### src/rtl/g15_pkg.sv
// Shared drum-machine definitions: drum geometry, command-line writer states
// and the result codes reported on STATUS.
package g15_pkg;

    localparam int WORD_BITS     = 29;
    localparam int WORDS_PER_REV = 108;
    localparam int CNT_W         = 5;

    typedef enum logic [2:0] {
        S_IDLE,
        S_WAIT_WR,
        S_WRITE,
        S_WAIT_VF,
        S_VERIFY,
        S_FINISH
    } state_t;

    typedef enum logic [1:0] {
        ST_OK       = 2'b00,
        ST_MISMATCH = 2'b01,
        ST_BAD_ADDR = 2'b10,
        ST_ABORTED  = 2'b11
    } status_t;

endpackage

### src/rtl/cmd_line_writer.sv
// Writes one command word onto a drum line at a requested word time, then
// reads it back one revolution later and reports whether it verified.
module cmd_line_writer #(
    parameter int WORD_BITS     = g15_pkg::WORD_BITS,
    parameter int WORDS_PER_REV = g15_pkg::WORDS_PER_REV
) (
    input  logic                 CLOCK,
    input  logic                 rst_n,
    input  logic                 T0,
    input  logic [6:0]           WT,
    input  logic                 REQ,
    input  logic [6:0]           REQ_ADDR,
    input  logic [WORD_BITS-1:0] REQ_WORD,
    input  logic                 ABORT,
    input  logic                 RD,
    output logic                 ACK,
    output logic                 BUSY,
    output logic                 WE,
    output logic                 WD,
    output logic                 DONE,
    output logic [1:0]           STATUS
);
    import g15_pkg::*;

    localparam logic [6:0]       LAST_WT  = 7'(WORDS_PER_REV - 1);
    localparam logic [CNT_W-1:0] LAST_BIT = CNT_W'(WORD_BITS - 1);

    state_t               state;
    status_t              status_q;
    logic [CNT_W-1:0]     cnt;
    logic [WORD_BITS-1:0] shadow;
    logic [6:0]           addr;
    logic                 mismatch;
    logic                 abort_q;

    logic match;
    logic last_bit;
    logic bit_mis;
    logic mis_next;

    // Word times beyond the end of the revolution can never be a target.
    assign match    = T0 && (WT <= LAST_WT) && (WT == addr);
    assign last_bit = (cnt == LAST_BIT);
    assign bit_mis  = (RD != shadow[cnt]);
    assign mis_next = mismatch | bit_mis;
    assign STATUS   = status_q;

    // Bit 0 must go out in the same clock the match is seen, so WE/WD are
    // Mealy; an abort on that clock suppresses it to avoid a 1-bit fragment.
    always_comb begin
        WE = 1'b0;
        WD = 1'b0;
        case (state)
            S_WAIT_WR: begin
                if (match && !ABORT) begin
                    WE = 1'b1;
                    WD = shadow[0];
                end
            end
            S_WRITE: begin
                WE = 1'b1;
                WD = shadow[cnt];
            end
            default: ;
        endcase
    end

    always_ff @(posedge CLOCK or negedge rst_n) begin
        if (!rst_n) begin
            state    <= S_IDLE;
            status_q <= ST_OK;
            cnt      <= '0;
            shadow   <= '0;
            addr     <= '0;
            mismatch <= 1'b0;
            abort_q  <= 1'b0;
            ACK      <= 1'b0;
            BUSY     <= 1'b0;
            DONE     <= 1'b0;
        end else begin
            ACK  <= 1'b0;
            DONE <= 1'b0;
            case (state)
                S_IDLE: begin
                    if (REQ) begin
                        ACK      <= 1'b1;
                        BUSY     <= 1'b1;
                        addr     <= REQ_ADDR;
                        shadow   <= REQ_WORD;
                        mismatch <= 1'b0;
                        abort_q  <= 1'b0;
                        cnt      <= '0;
                        if (REQ_ADDR > LAST_WT) begin
                            state    <= S_FINISH;
                            DONE     <= 1'b1;
                            status_q <= ST_BAD_ADDR;
                        end else begin
                            state    <= S_WAIT_WR;
                            status_q <= ST_OK;
                        end
                    end
                end
                S_WAIT_WR: begin
                    if (ABORT) begin
                        state    <= S_FINISH;
                        DONE     <= 1'b1;
                        status_q <= ST_ABORTED;
                        cnt      <= '0;
                    end else if (match) begin
                        state <= S_WRITE;
                        cnt   <= CNT_W'(1);
                    end
                end
                S_WRITE: begin
                    // An abort here is deferred so the line never holds a partial word.
                    if (last_bit) begin
                        cnt <= '0;
                        if (abort_q || ABORT) begin
                            state    <= S_FINISH;
                            DONE     <= 1'b1;
                            status_q <= ST_ABORTED;
                        end else begin
                            state <= S_WAIT_VF;
                        end
                    end else begin
                        cnt <= cnt + CNT_W'(1);
                        if (ABORT)
                            abort_q <= 1'b1;
                    end
                end
                S_WAIT_VF: begin
                    if (ABORT) begin
                        state    <= S_FINISH;
                        DONE     <= 1'b1;
                        status_q <= ST_ABORTED;
                        cnt      <= '0;
                    end else if (match) begin
                        mismatch <= bit_mis;
                        state    <= S_VERIFY;
                        cnt      <= CNT_W'(1);
                    end
                end
                S_VERIFY: begin
                    if (ABORT) begin
                        state    <= S_FINISH;
                        DONE     <= 1'b1;
                        status_q <= ST_ABORTED;
                        cnt      <= '0;
                    end else if (last_bit) begin
                        mismatch <= mis_next;
                        state    <= S_FINISH;
                        DONE     <= 1'b1;
                        status_q <= mis_next ? ST_MISMATCH : ST_OK;
                        cnt      <= '0;
                    end else begin
                        mismatch <= mis_next;
                        cnt      <= cnt + CNT_W'(1);
                    end
                end
                S_FINISH: begin
                    state <= S_IDLE;
                    BUSY  <= 1'b0;
                    cnt   <= '0;
                end
                default: begin
                    state <= S_IDLE;
                    BUSY  <= 1'b0;
                    cnt   <= '0;
                end
            endcase
        end
    end

endmodule

### config.mk
export PLATFORM = sky130hd
export DESIGN_NAME = cmd_line_writer
export DESIGN_NICKNAME = d
export VERILOG_FILES = /design/src/rtl/g15_pkg.sv /design/src/rtl/cmd_line_writer.sv
export SDC_FILE = /design/constraint.sdc
export NUM_CORES = 1
export LEC_CHECK = 0
export ABC_AREA = 1
export CELL_PAD_IN_SITES_DETAIL_PLACEMENT = 1
export CELL_PAD_IN_SITES_GLOBAL_PLACEMENT = 1
export CORE_ASPECT_RATIO = 1.4
export CORE_MARGIN = 2
export CORE_UTILIZATION = 40
export DETAILED_ROUTE_END_ITERATION = 10
export PLACE_DENSITY_LB_ADDON = 0.2
export SKIP_CTS_REPAIR_TIMING = 1
export SKIP_LAST_GASP = 1
export SYNTH_ARGS = -nofsm -noshare
export SYNTH_HDL_FRONTEND = slang
export SYNTH_SLANG_ARGS = --single-unit
export TNS_END_PERCENT = 30
### constraint.sdc
create_clock -name CLOCK -period 2.2 [get_ports CLOCK]
set_input_delay 0.44 -clock CLOCK [delete_from_list [all_inputs] [get_ports CLOCK]]
set_output_delay 0.44 -clock CLOCK [all_outputs]
set_load 0.05 [all_outputs]
==> reports/results.ini, run 1 <==
[routing]
first_pass_iters=4
routed_wl_um=7540
via_count=2617
postRouteAntennaNets=0
viasPerCell=4.88
drc=0
drt-wirelength-per-cell_um=14.1
drt_iter0_markers=77

[final_layout]
drive_above_1_share_pct=14.2
area.growth.synth_to_final_pct=36.9
layout_common_cells=nand2_1, dfrtp_1, clkdlybuf4s50_1
n_antenna_cell=0
layout_commonest_cell=nand2_1
multi_input_comb_area_um2=1280
layout.area.seq_um2=1280
fillers=845
fin_nets=494
design_area_um2=3780

[critical_path]
worstSetupStartpoint=cnt[0]
critPathKind=register to output port
regToRegSetupSlack_ns=0.37
required_ns=1.76
timing.rr.start=addr[0]
cp.arrival_ns=1.85
worst-path-max-fanout=8
rr_endpoint=cnt[1]
startpoint_type=register
worstSetupEndpointType=output port
r2r_cells=9

[logic_synthesis]
synth_compound_area_share_pct=11.0
synth_top_family_by_area=simple AND/OR/NAND/NOR gates
avgSynthCellArea_um2=7.39
synth.area.mux_share_pct=0
synth_edf_count=0
yosysWarnings=0
syn_nets=425
yosysSeqAreaShare_pct=46.2
synthArstFlopShare_pct=100
synth_ff_type=dfrtp_1
synth-simple-area-share_pct=30.8
netlist_instances=374
yosys.cell_types.count=33
synth_seq_cells=51
synth_adder_area_share_pct=0.905
yosys.area_share.xor_xnor_pct=1.27
syn_area_um2=2770

[grt]
grt_usage_pct=21.0
grt_pass1_wl_um=12300
grt-ovfl-total=0
grt_max_degree=59
antenna_found_initial=0
grt_pass1_vias=2770

[sta]
clock_skew_ns=0.0112
drv_slew=0
setup_viol=2
fmax_mhz=437
slew_headroom_pct=66.7
tightestPinTransition_ns=0.498
fin_tns_setup_ns=-0.112
fin_ws_ns=-0.0892
fin_crit_ns=2.29
rsz0062_at_grt=true
finalHoldViolations=0
period_share_pct=104

[die]
fp-row-count=35
chipHeight_um=102
pin_count=56
start_util_pct=41.5
die_area_um2=7600
dieWidth_um=74.3
core_um2=6660

[clock_network]
cts_root_buf=clkbuf_8
cts_buffers=5
clk_pin_slew_worst_paths_ns=0.10
cts_sinks=51
h-tree-depth=2
cts_tree=done
clkLatencyLatePin_ns=0.31
clock_path_buffers=2

[outcome]
violations=negative setup slack
outcome=complete, but fails checks

[power_and_ir_drop]
power_density_nw_per_um2=1210
ir_worst_vdd_mv=0.690
p_total_mw=4.57
p_leak_nw=1.86

[placed_design]
portBuffers=55
hpwl_um=5480
gp_congestion=0.849
place_area_um2=3500

[job]
cap_violations=0

[min_path]
min_path_type=primary input to async pin

critical path, cell delays in order (launching register included):
cell and delay [ns]:
dfrtp_2 0.47, buf_6 0.15, buf_4 0.13, nand2_1 0.05
nand2_1 0.06, a21oi_2 0.13, nor2_2 0.05, nand2_2 0.09
nand2_4 0.07, o22ai_4 0.17, buf_12 0.16
worst max path at each step:
stage	endpoint	slack (ns)	cells after the start
global placement	WD	-0.18	8
global route	WD	-0.18	12
detailed placement	WD	-0.22	9
finish	WD	-0.09	10
floorplan	WD	0.21	9
CTS	WD	-0.22	9
registers in the layout (all words and copies together) (netlist names):
signal and flops:
abort_q 1, mismatch 1, STATUS 2, cnt 5, addr 7, DONE 1, state 3, ACK 1
shadow 29, BUSY 1
cell families after synthesis:
kind of cell	after synthesis
fa+ha+maj	2
flops	51
simple gates	201
buf+inv	61
compound gates	55
xor+xnor	4
synthesized netlist by cell type (2+ instances only):
master / n / area, µm²
a211oi_1: 2 / 15.0
a21oi_1: 8 / 40.0
buf_2: 6 / 30.0
buf_6: 4 / 45.0
dfrtp_1: 51 / 1280
ha_1: 2 / 25.0
inv_1: 45 / 169
inv_2: 3 / 11.3
nand2_1: 137 / 514
nand2_2: 3 / 18.8
nand3_1: 20 / 100
nand4_1: 3 / 18.8
nor2_1: 26 / 97.6
nor2_2: 3 / 18.8
nor2_4: 3 / 33.8
nor3_1: 2 / 10.0
o211ai_1: 2 / 15.0
o21ai_0: 34 / 170
o21ai_1: 2 / 10.0
o22ai_1: 2 / 12.5
xor2_1: 4 / 35.0
per-layer routing:
| layer | vias to the layer above | GRT usage, % | share of wire (%) |
|---|---|---|---|
| met5 | - | 0 | 0 |
| met4 | 0 | 6.87 | 2.0 |
| met3 | 11 | 3.06 | 2.8 |
| met2 | 45 | 39.3 | 54 |
| met1 | 1260 | 23.9 | 42 |
| li1 | 1301 | - | - |
power breakdown:
group          leakage, nW  total [mW]  switching, mW  internal (mW)
clock               0.0654       0.771          0.316          0.455
sequential           0.641        1.56          0.215           1.34
combinational         1.15        2.24           1.36          0.877
stage by stage:
step | instances | hold WS, ns | setup slack [ns] | util [%]
after floorplan | 374 | 0.144 | 0.209 | -
after global placement | 522 | 0.458 | -0.176 | 52.6
after detailed placement | 522 | 0.456 | -0.224 | 52.6
after CTS | 530 | 0.117 | -0.224 | 54.6
after global routing | 536 | 0.117 | -0.182 | 56.9
final | 536 | 0.110 | -0.0892 | 56.9
area by class of cell:
cell class | count | area share [%]
Sequential cell | 51 | 33.8
Clock buffer | 6 | 1.92
Multi-Input combinational cell | 262 | 33.9
Tap cell | 92 | 3.04
Inverter | 49 | 5.19
Clock inverter | 2 | 1.59
Timing Repair Buffer | 74 | 20.6
Note: power is estimated with default switching activity, not from simulation.
==> inputs of run 2 (changes only) <==
--- a/config.mk
+++ b/config.mk
@@ -6,11 +6,9 @@
 export NUM_CORES = 1
 export LEC_CHECK = 0
 export ABC_AREA = 1
-export CELL_PAD_IN_SITES_DETAIL_PLACEMENT = 1
-export CELL_PAD_IN_SITES_GLOBAL_PLACEMENT = 1
 export CORE_ASPECT_RATIO = 1.4
 export CORE_MARGIN = 2
-export CORE_UTILIZATION = 40
+export CORE_UTILIZATION = 55
 export DETAILED_ROUTE_END_ITERATION = 10
 export PLACE_DENSITY_LB_ADDON = 0.2
 export SKIP_CTS_REPAIR_TIMING = 1
==> run 2 against run 1 <==
The flow still finishes with violations (negative setup slack). Setup slack worse by 0.016 ns. Global-route usage is 3.5 points higher. Hold slack worse by 0.0030 ns. Clock power is 18% lower. Via count is 1.3% lower. Core utilization is 19 points higher. Sequential cell count stayed put. Fmax is 0.70% lower. Sequential share of layout area is 0.92 points higher. Combinational power is 3% lower. Clock-buffer cell count stayed put. Final cell count is 6.5% lower. Largest cell class unchanged.
==> reports/results.ini, run 2 (synthesized netlist as in run 1, its figures left out) <==
[outcome]
outcome=complete, but fails checks
violations=negative setup slack

[routing]
drt_iter0_markers=184  ; +140%
via_count=2583  ; -1.3%
drc=0  ; unchanged
first_pass_iters=5  ; +1
routed_wl_um=6520  ; -14%
drt-wirelength-per-cell_um=13.0  ; -7.5%
viasPerCell=5.16  ; +5.6%
postRouteAntennaNets=0  ; unchanged

[final_layout]
top_register=shadow
area.growth.synth_to_final_pct=33.3
largest_register_ffs=29  ; unchanged
top_regs=shadow (29), addr (7), cnt (5)
layout_common_cells=nand2_1, clkdlybuf4s50_1, dfrtp_1
multi_input_comb_area_um2=1310  ; +1.8%
n_antenna_cell=0  ; unchanged
stdcell_count=501  ; -6.5%
drive_above_1_share_pct=14.0  ; -0.23 points
layout_commonest_cell=nand2_1
fin_nets=488  ; -1.2%
layout.area.seq_um2=1280  ; unchanged
design_area_um2=3680  ; -2.6%
fillers=385  ; -54%

[critical_path]
regToRegSetupSlack_ns=0.46  ; +0.09 ns
worstSetupEndpointType=output port
startpoint_type=register
rr_endpoint=STATUS[0]
cp.arrival_ns=1.87  ; +0.02 ns
critPathKind=register to output port
timing.rr.start=cnt[0]
critPathCapture=WD
worst-path-max-fanout=8  ; unchanged
worstSetupStartpoint=cnt[0]
r2r_cells=13  ; +4
required_ns=1.76  ; about the same

[placed_design]
hpwl_um=4770  ; -13%
gp_congestion=0.846  ; -0.37%
place_area_um2=3430  ; -2.0%
portBuffers=55  ; unchanged
dp.cells=491  ; -5.9%

[grt]
grt-ovfl-total=0  ; unchanged
grt_pass1_wl_um=10600  ; -14%
antenna_found_initial=0  ; unchanged
grt_usage_pct=24.4  ; +3.5 points
grt_pass1_vias=2458  ; -11%
grt_max_degree=40  ; -32%

[sta]
tightestPinTransition_ns=0.551  ; +0.0537 ns
fin_tns_setup_ns=-0.152  ; -0.0399 ns
holdWs_ns=0.107  ; -0.00295 ns
finalHoldViolations=0  ; unchanged
period_share_pct=105  ; +0.74 points
fin_ws_ns=-0.105  ; -0.0162 ns
drv_slew=0  ; unchanged
slew_headroom_pct=63.3  ; -3.5 points
setup_viol=2  ; unchanged
clock_skew_ns=0.00844  ; -0.00272 ns
fmax_mhz=434  ; -0.70%
rsz0062_at_grt=true
fin_crit_ns=2.31  ; +0.0162 ns

[clock_network]
cts_root_buf=clkbuf_8
cts_sinks=51  ; unchanged
cts_buffers=5  ; unchanged
cts_tree=done
h-tree-depth=2  ; unchanged
clkLatencyLatePin_ns=0.31  ; about the same
clock_path_buffers=2  ; unchanged
clk_pin_slew_worst_paths_ns=0.09  ; about the same

[min_path]
min_path_type=primary input to async pin

[power_and_ir_drop]
p_total_mw=4.36  ; -4.7%
power_density_nw_per_um2=1180  ; -2.1%
p_leak_nw=1.78  ; -4.0%
ir_worst_vdd_mv=0.714  ; +3.4%

[die]
dieWidth_um=63.9  ; -14%
start_util_pct=57.1  ; +16 points
core_um2=4840  ; -27%
fp-row-count=30  ; -14%
die_area_um2=5620  ; -26%
chipHeight_um=87.9  ; -14%
pin_count=56  ; unchanged

[job]
cap_violations=0  ; unchanged

-- run 2: changes by cell type in the layout (fill, tap and decap cells not counted), moves of 3 or more --
cell / before / now
buf_4: 14 / 8
clkdlybuf4s50_1: 47 / 52
dlymetal6s2s_1: 5 / 0
nand2_1: 133 / 129
nand2_2: 6 / 9
-- run 2: metrics by stage --
stage          utilization, %  setup WS, ns
2_1_floorplan               -         0.209
3_3_place_gp             70.9       -0.0736
3_5_place_dp             70.9        -0.139
4_1_cts                  73.0        -0.147
5_1_grt                  76.1        -0.218
6_report                 76.1        -0.105
-- run 2: how the worst min path moves through the flow --
| stage | startpoint | slack [ns] | end |
|---|---|---|---|
| floorplan | rst_n | 0.14 | ACK |
| global route | rst_n | 0.16 | shadow[22] |
| detailed placement | rst_n | 0.46 | shadow[25] |
| global placement | rst_n | 0.46 | shadow[25] |
| CTS | rst_n | 0.13 | shadow[25] |
| finish | rst_n | 0.11 | shadow[25] |
-- run 2: metal layers --
layer	vias up	global-route usage (%)	wire [µm]
li1	1294	-	-
met1	1211	26.9	2730
met2	61	46.5	3390
met3	17	4.76	254
met4	0	8.10	151
met5	-	0	0
-- run 2: critical path: stages, from the launching register on --
cell and delay, ns:
dfrtp_2 0.48, clkbuf_16 0.19, o21ai_2 0.13, nand2_1 0.06, nand3_1 0.08, nand3_2 0.09
nand2_2 0.10, nand2_4 0.08, o22ai_4 0.20, buf_12 0.16
-- run 2: final cells by class --
cell class              instances  area share, %
multi-input cells             262           35.4
clock buffers                   6           1.97
clock inverters                 1          0.815
inverters                      49           5.20
flip-flops and latches         51           34.7
well taps                      64           2.17
repair buffers                 68           19.7
-- run 2: power breakdown --
| part | internal [mW] | total [mW] | switching (mW) |
|---|---|---|---|
| registers | 1.34 | 1.56 | 0.213 |
| logic | 0.851 | 2.17 | 1.32 |
| clock network | 0.334 | 0.631 | 0.297 |
| total | 2.53 | 4.36 | 1.83 |
==> inputs of run 3 (changes only) <==
--- a/config.mk
+++ b/config.mk
@@ -9,7 +9,9 @@
 export CORE_ASPECT_RATIO = 1.4
 export CORE_MARGIN = 2
 export CORE_UTILIZATION = 55
+export CTS_CLUSTER_SIZE = 28
 export DETAILED_ROUTE_END_ITERATION = 10
+export GPL_TIMING_DRIVEN = 0
 export PLACE_DENSITY_LB_ADDON = 0.2
 export SKIP_CTS_REPAIR_TIMING = 1
 export SKIP_LAST_GASP = 1
==> run 3 against run 2 <==
The run still ends with negative setup slack left. Register-to-register slack got worse by 0.09 ns. Via count rose by 0.62%. Global-route usage rose by 1.3 points. Non-clock buffer count rose by 7. Die area did not move. Sequential cell count did not move. Routed wire length rose by 6.7%. Setup slack got worse by 0.11 ns. Critical path type is now primary input to output port.
==> reports/results.ini, run 3 (synthesized netlist as in run 1, its figures left out) <==
[routing]
wl_met2_um=3640  ; +7.4%
wl_met3_um=322  ; +27%
drc=0  ; unchanged
top_layer=met4
first_pass_iters=4  ; -1
viasPerCell=5.11  ; -0.96%
routed_wl_um=6950  ; +6.7%
drt_iter0_markers=134  ; -27%
via_count=2599  ; +0.62%
met1Wirelength_um=2840  ; +4.2%
postRouteAntennaNets=0  ; unchanged
drt-wirelength-per-cell_um=13.7  ; +5.0%

[sta]
clock_skew_ns=0.00564  ; -0.00281 ns
setup_viol=2  ; unchanged
period_share_pct=110  ; +5.0 points
fin_tns_setup_ns=-0.405  ; -0.254 ns
finalHoldViolations=0  ; unchanged
tightestPinTransition_ns=0.596  ; +0.0443 ns
drv_slew=0  ; unchanged
fin_crit_ns=2.42  ; +0.110 ns
rsz0062_at_grt=true
fin_ws_ns=-0.215  ; -0.110 ns
fmax_mhz=414  ; -4.5%
slew_headroom_pct=60.3  ; -3.0 points
holdWs_ns=0.120  ; +0.0135 ns

[placed_design]
portBuffers=55  ; unchanged
gp_congestion=0.850  ; +0.44%
hpwl_um=4990  ; +4.6%
place_area_um2=3420  ; -0.40%

[power_and_ir_drop]
ir_worst_vdd_mv=0.817  ; +14%
p_leak_nw=1.80  ; +1.2%
power_density_nw_per_um2=1190  ; +0.26%

[die]
die_area_um2=5620  ; unchanged
pin_count=56  ; unchanged
start_util_pct=57.1  ; unchanged
dieWidth_um=63.9  ; unchanged
fp-row-count=30  ; unchanged
core_um2=4840  ; unchanged
chipHeight_um=87.9  ; unchanged

[clock_network]
h-tree-depth=2  ; unchanged
cts_tree=done
cts_root_buf=clkbuf_8
cts_buffers=5  ; unchanged
clk_pin_slew_worst_paths_ns=0.10  ; about the same
cts_sinks=51  ; unchanged
clock_path_buffers=2  ; unchanged
clkLatencyLatePin_ns=0.31  ; about the same

[outcome]
outcome=complete, but fails checks
violations=negative setup slack

[grt]
grt_pass1_vias=2570  ; +4.6%
grt_max_degree=28  ; -30%
grt_pass1_wl_um=11100  ; +4.9%
grt_usage_pct=25.7  ; +1.3 points
antenna_found_initial=0  ; unchanged
grt-ovfl-total=0  ; unchanged

[job]
cap_violations=0  ; unchanged

[critical_path]
cp.arrival_ns=1.98  ; +0.11 ns
r2r_cells=15  ; +2
timing.rr.start=cnt[0]
path_buf_inv=2  ; unchanged
regToRegSetupSlack_ns=0.37  ; -0.09 ns
worstSetupEndpointType=output port
path_cells=clkdlybuf4s50_1 > o21ai_1 > a211oi_2 > nand3_1 > nor2_4 > nand2_1 > o22ai_2 > buf_6
required_ns=1.76  ; about the same
critPathKind=primary input to output port
rr_endpoint=mismatch
cp_slowest_cell=clkdlybuf4s50_1
worst-path-max-fanout=3  ; -5
startpoint_type=primary input
critPathTopFamily=buffers and inverters
critical-path-max-stage-delay_ns=0.50  ; +0.02 ns

[final_layout]
layout.area.seq_um2=1280  ; about the same
layout_common_cells=nand2_1, clkdlybuf4s50_1, dfrtp_1
top_register=shadow
n_antenna_cell=0  ; unchanged
area.growth.synth_to_final_pct=32.7
fillers=364  ; -5.5%
fin_nets=495  ; +1.4%
layout_commonest_cell=nand2_1
multi_input_comb_area_um2=1290  ; -0.96%
top_regs=shadow (29), addr (7), cnt (5)
design_area_um2=3670  ; -0.44%
drive_above_1_share_pct=14.8  ; +0.87 points
largest_register_ffs=29  ; unchanged

[min_path]
min_path_type=primary input to async pin

==> run 3: worst max-delay path by stage <==
stage          startpoint  endpoint  slack (ns)  depth (start not counted)
4_1_cts             WT[5]        WD       -0.87                          9
2_1_floorplan      cnt[0]        WD        0.21                          9
3_3_place_gp        WT[5]        WD       -0.84                          9
5_1_grt             WT[5]        WD       -0.30                          8
3_5_place_dp        WT[5]        WD       -0.86                          9
6_report            WT[5]        WD       -0.22                          8
==> run 3: where the power goes <==
part | switching, mW | total [mW] | internal (mW)
logic | 1.35 | 2.19 | 0.847
clock network | 0.323 | 0.610 | 0.287
registers | 0.203 | 1.54 | 1.34
total | 1.87 | 4.35 | 2.47
==> run 3: per-layer routing <==
layer	GRT usage (%)	vias to the layer above
met5	0	-
met4	11.3	0
met3	4.37	13
met2	47.1	90
met1	29.4	1188
li1	-	1308
==> run 3: cell type report <==
cell class                      instances  share of cell area (%)
Sequential cell                        51                    34.8
Buffer                                 12                    2.56
Tap cell                               64                    2.18
Timing Repair Buffer                   63                    17.3
Multi-Input combinational cell        262                    35.3
Clock inverter                          1                   0.205
Inverter                               49                    5.08
Clock buffer                            7                    2.63
==> run 3: worst reg2reg max path, stage by stage, from the launching register on <==
cell       delay, ns
dfrtp_1         0.41
buf_6           0.16
clkbuf_16       0.16
o21ai_2         0.11
nand2_1         0.07
nand3_2         0.08
nand3_2         0.10
nand2_2         0.09
nand2_2         0.07
buf_4           0.14
nand2_2         0.05
nand3_1         0.07
nand2_1         0.08
nand2_1         0.05
nand2_1         0.05
nand2_1         0.06
==> run 3: metrics by stage <==
step	total power, mW	utilization, %	setup WS [ns]	cells
detailed placement	3.53	70.6	-0.859	494
CTS	4.15	72.7	-0.866	502
floorplan	2.95	-	0.209	374
finish	4.35	75.8	-0.215	509
global placement	3.47	70.3	-0.836	493
global route	4.68	75.8	-0.296	509
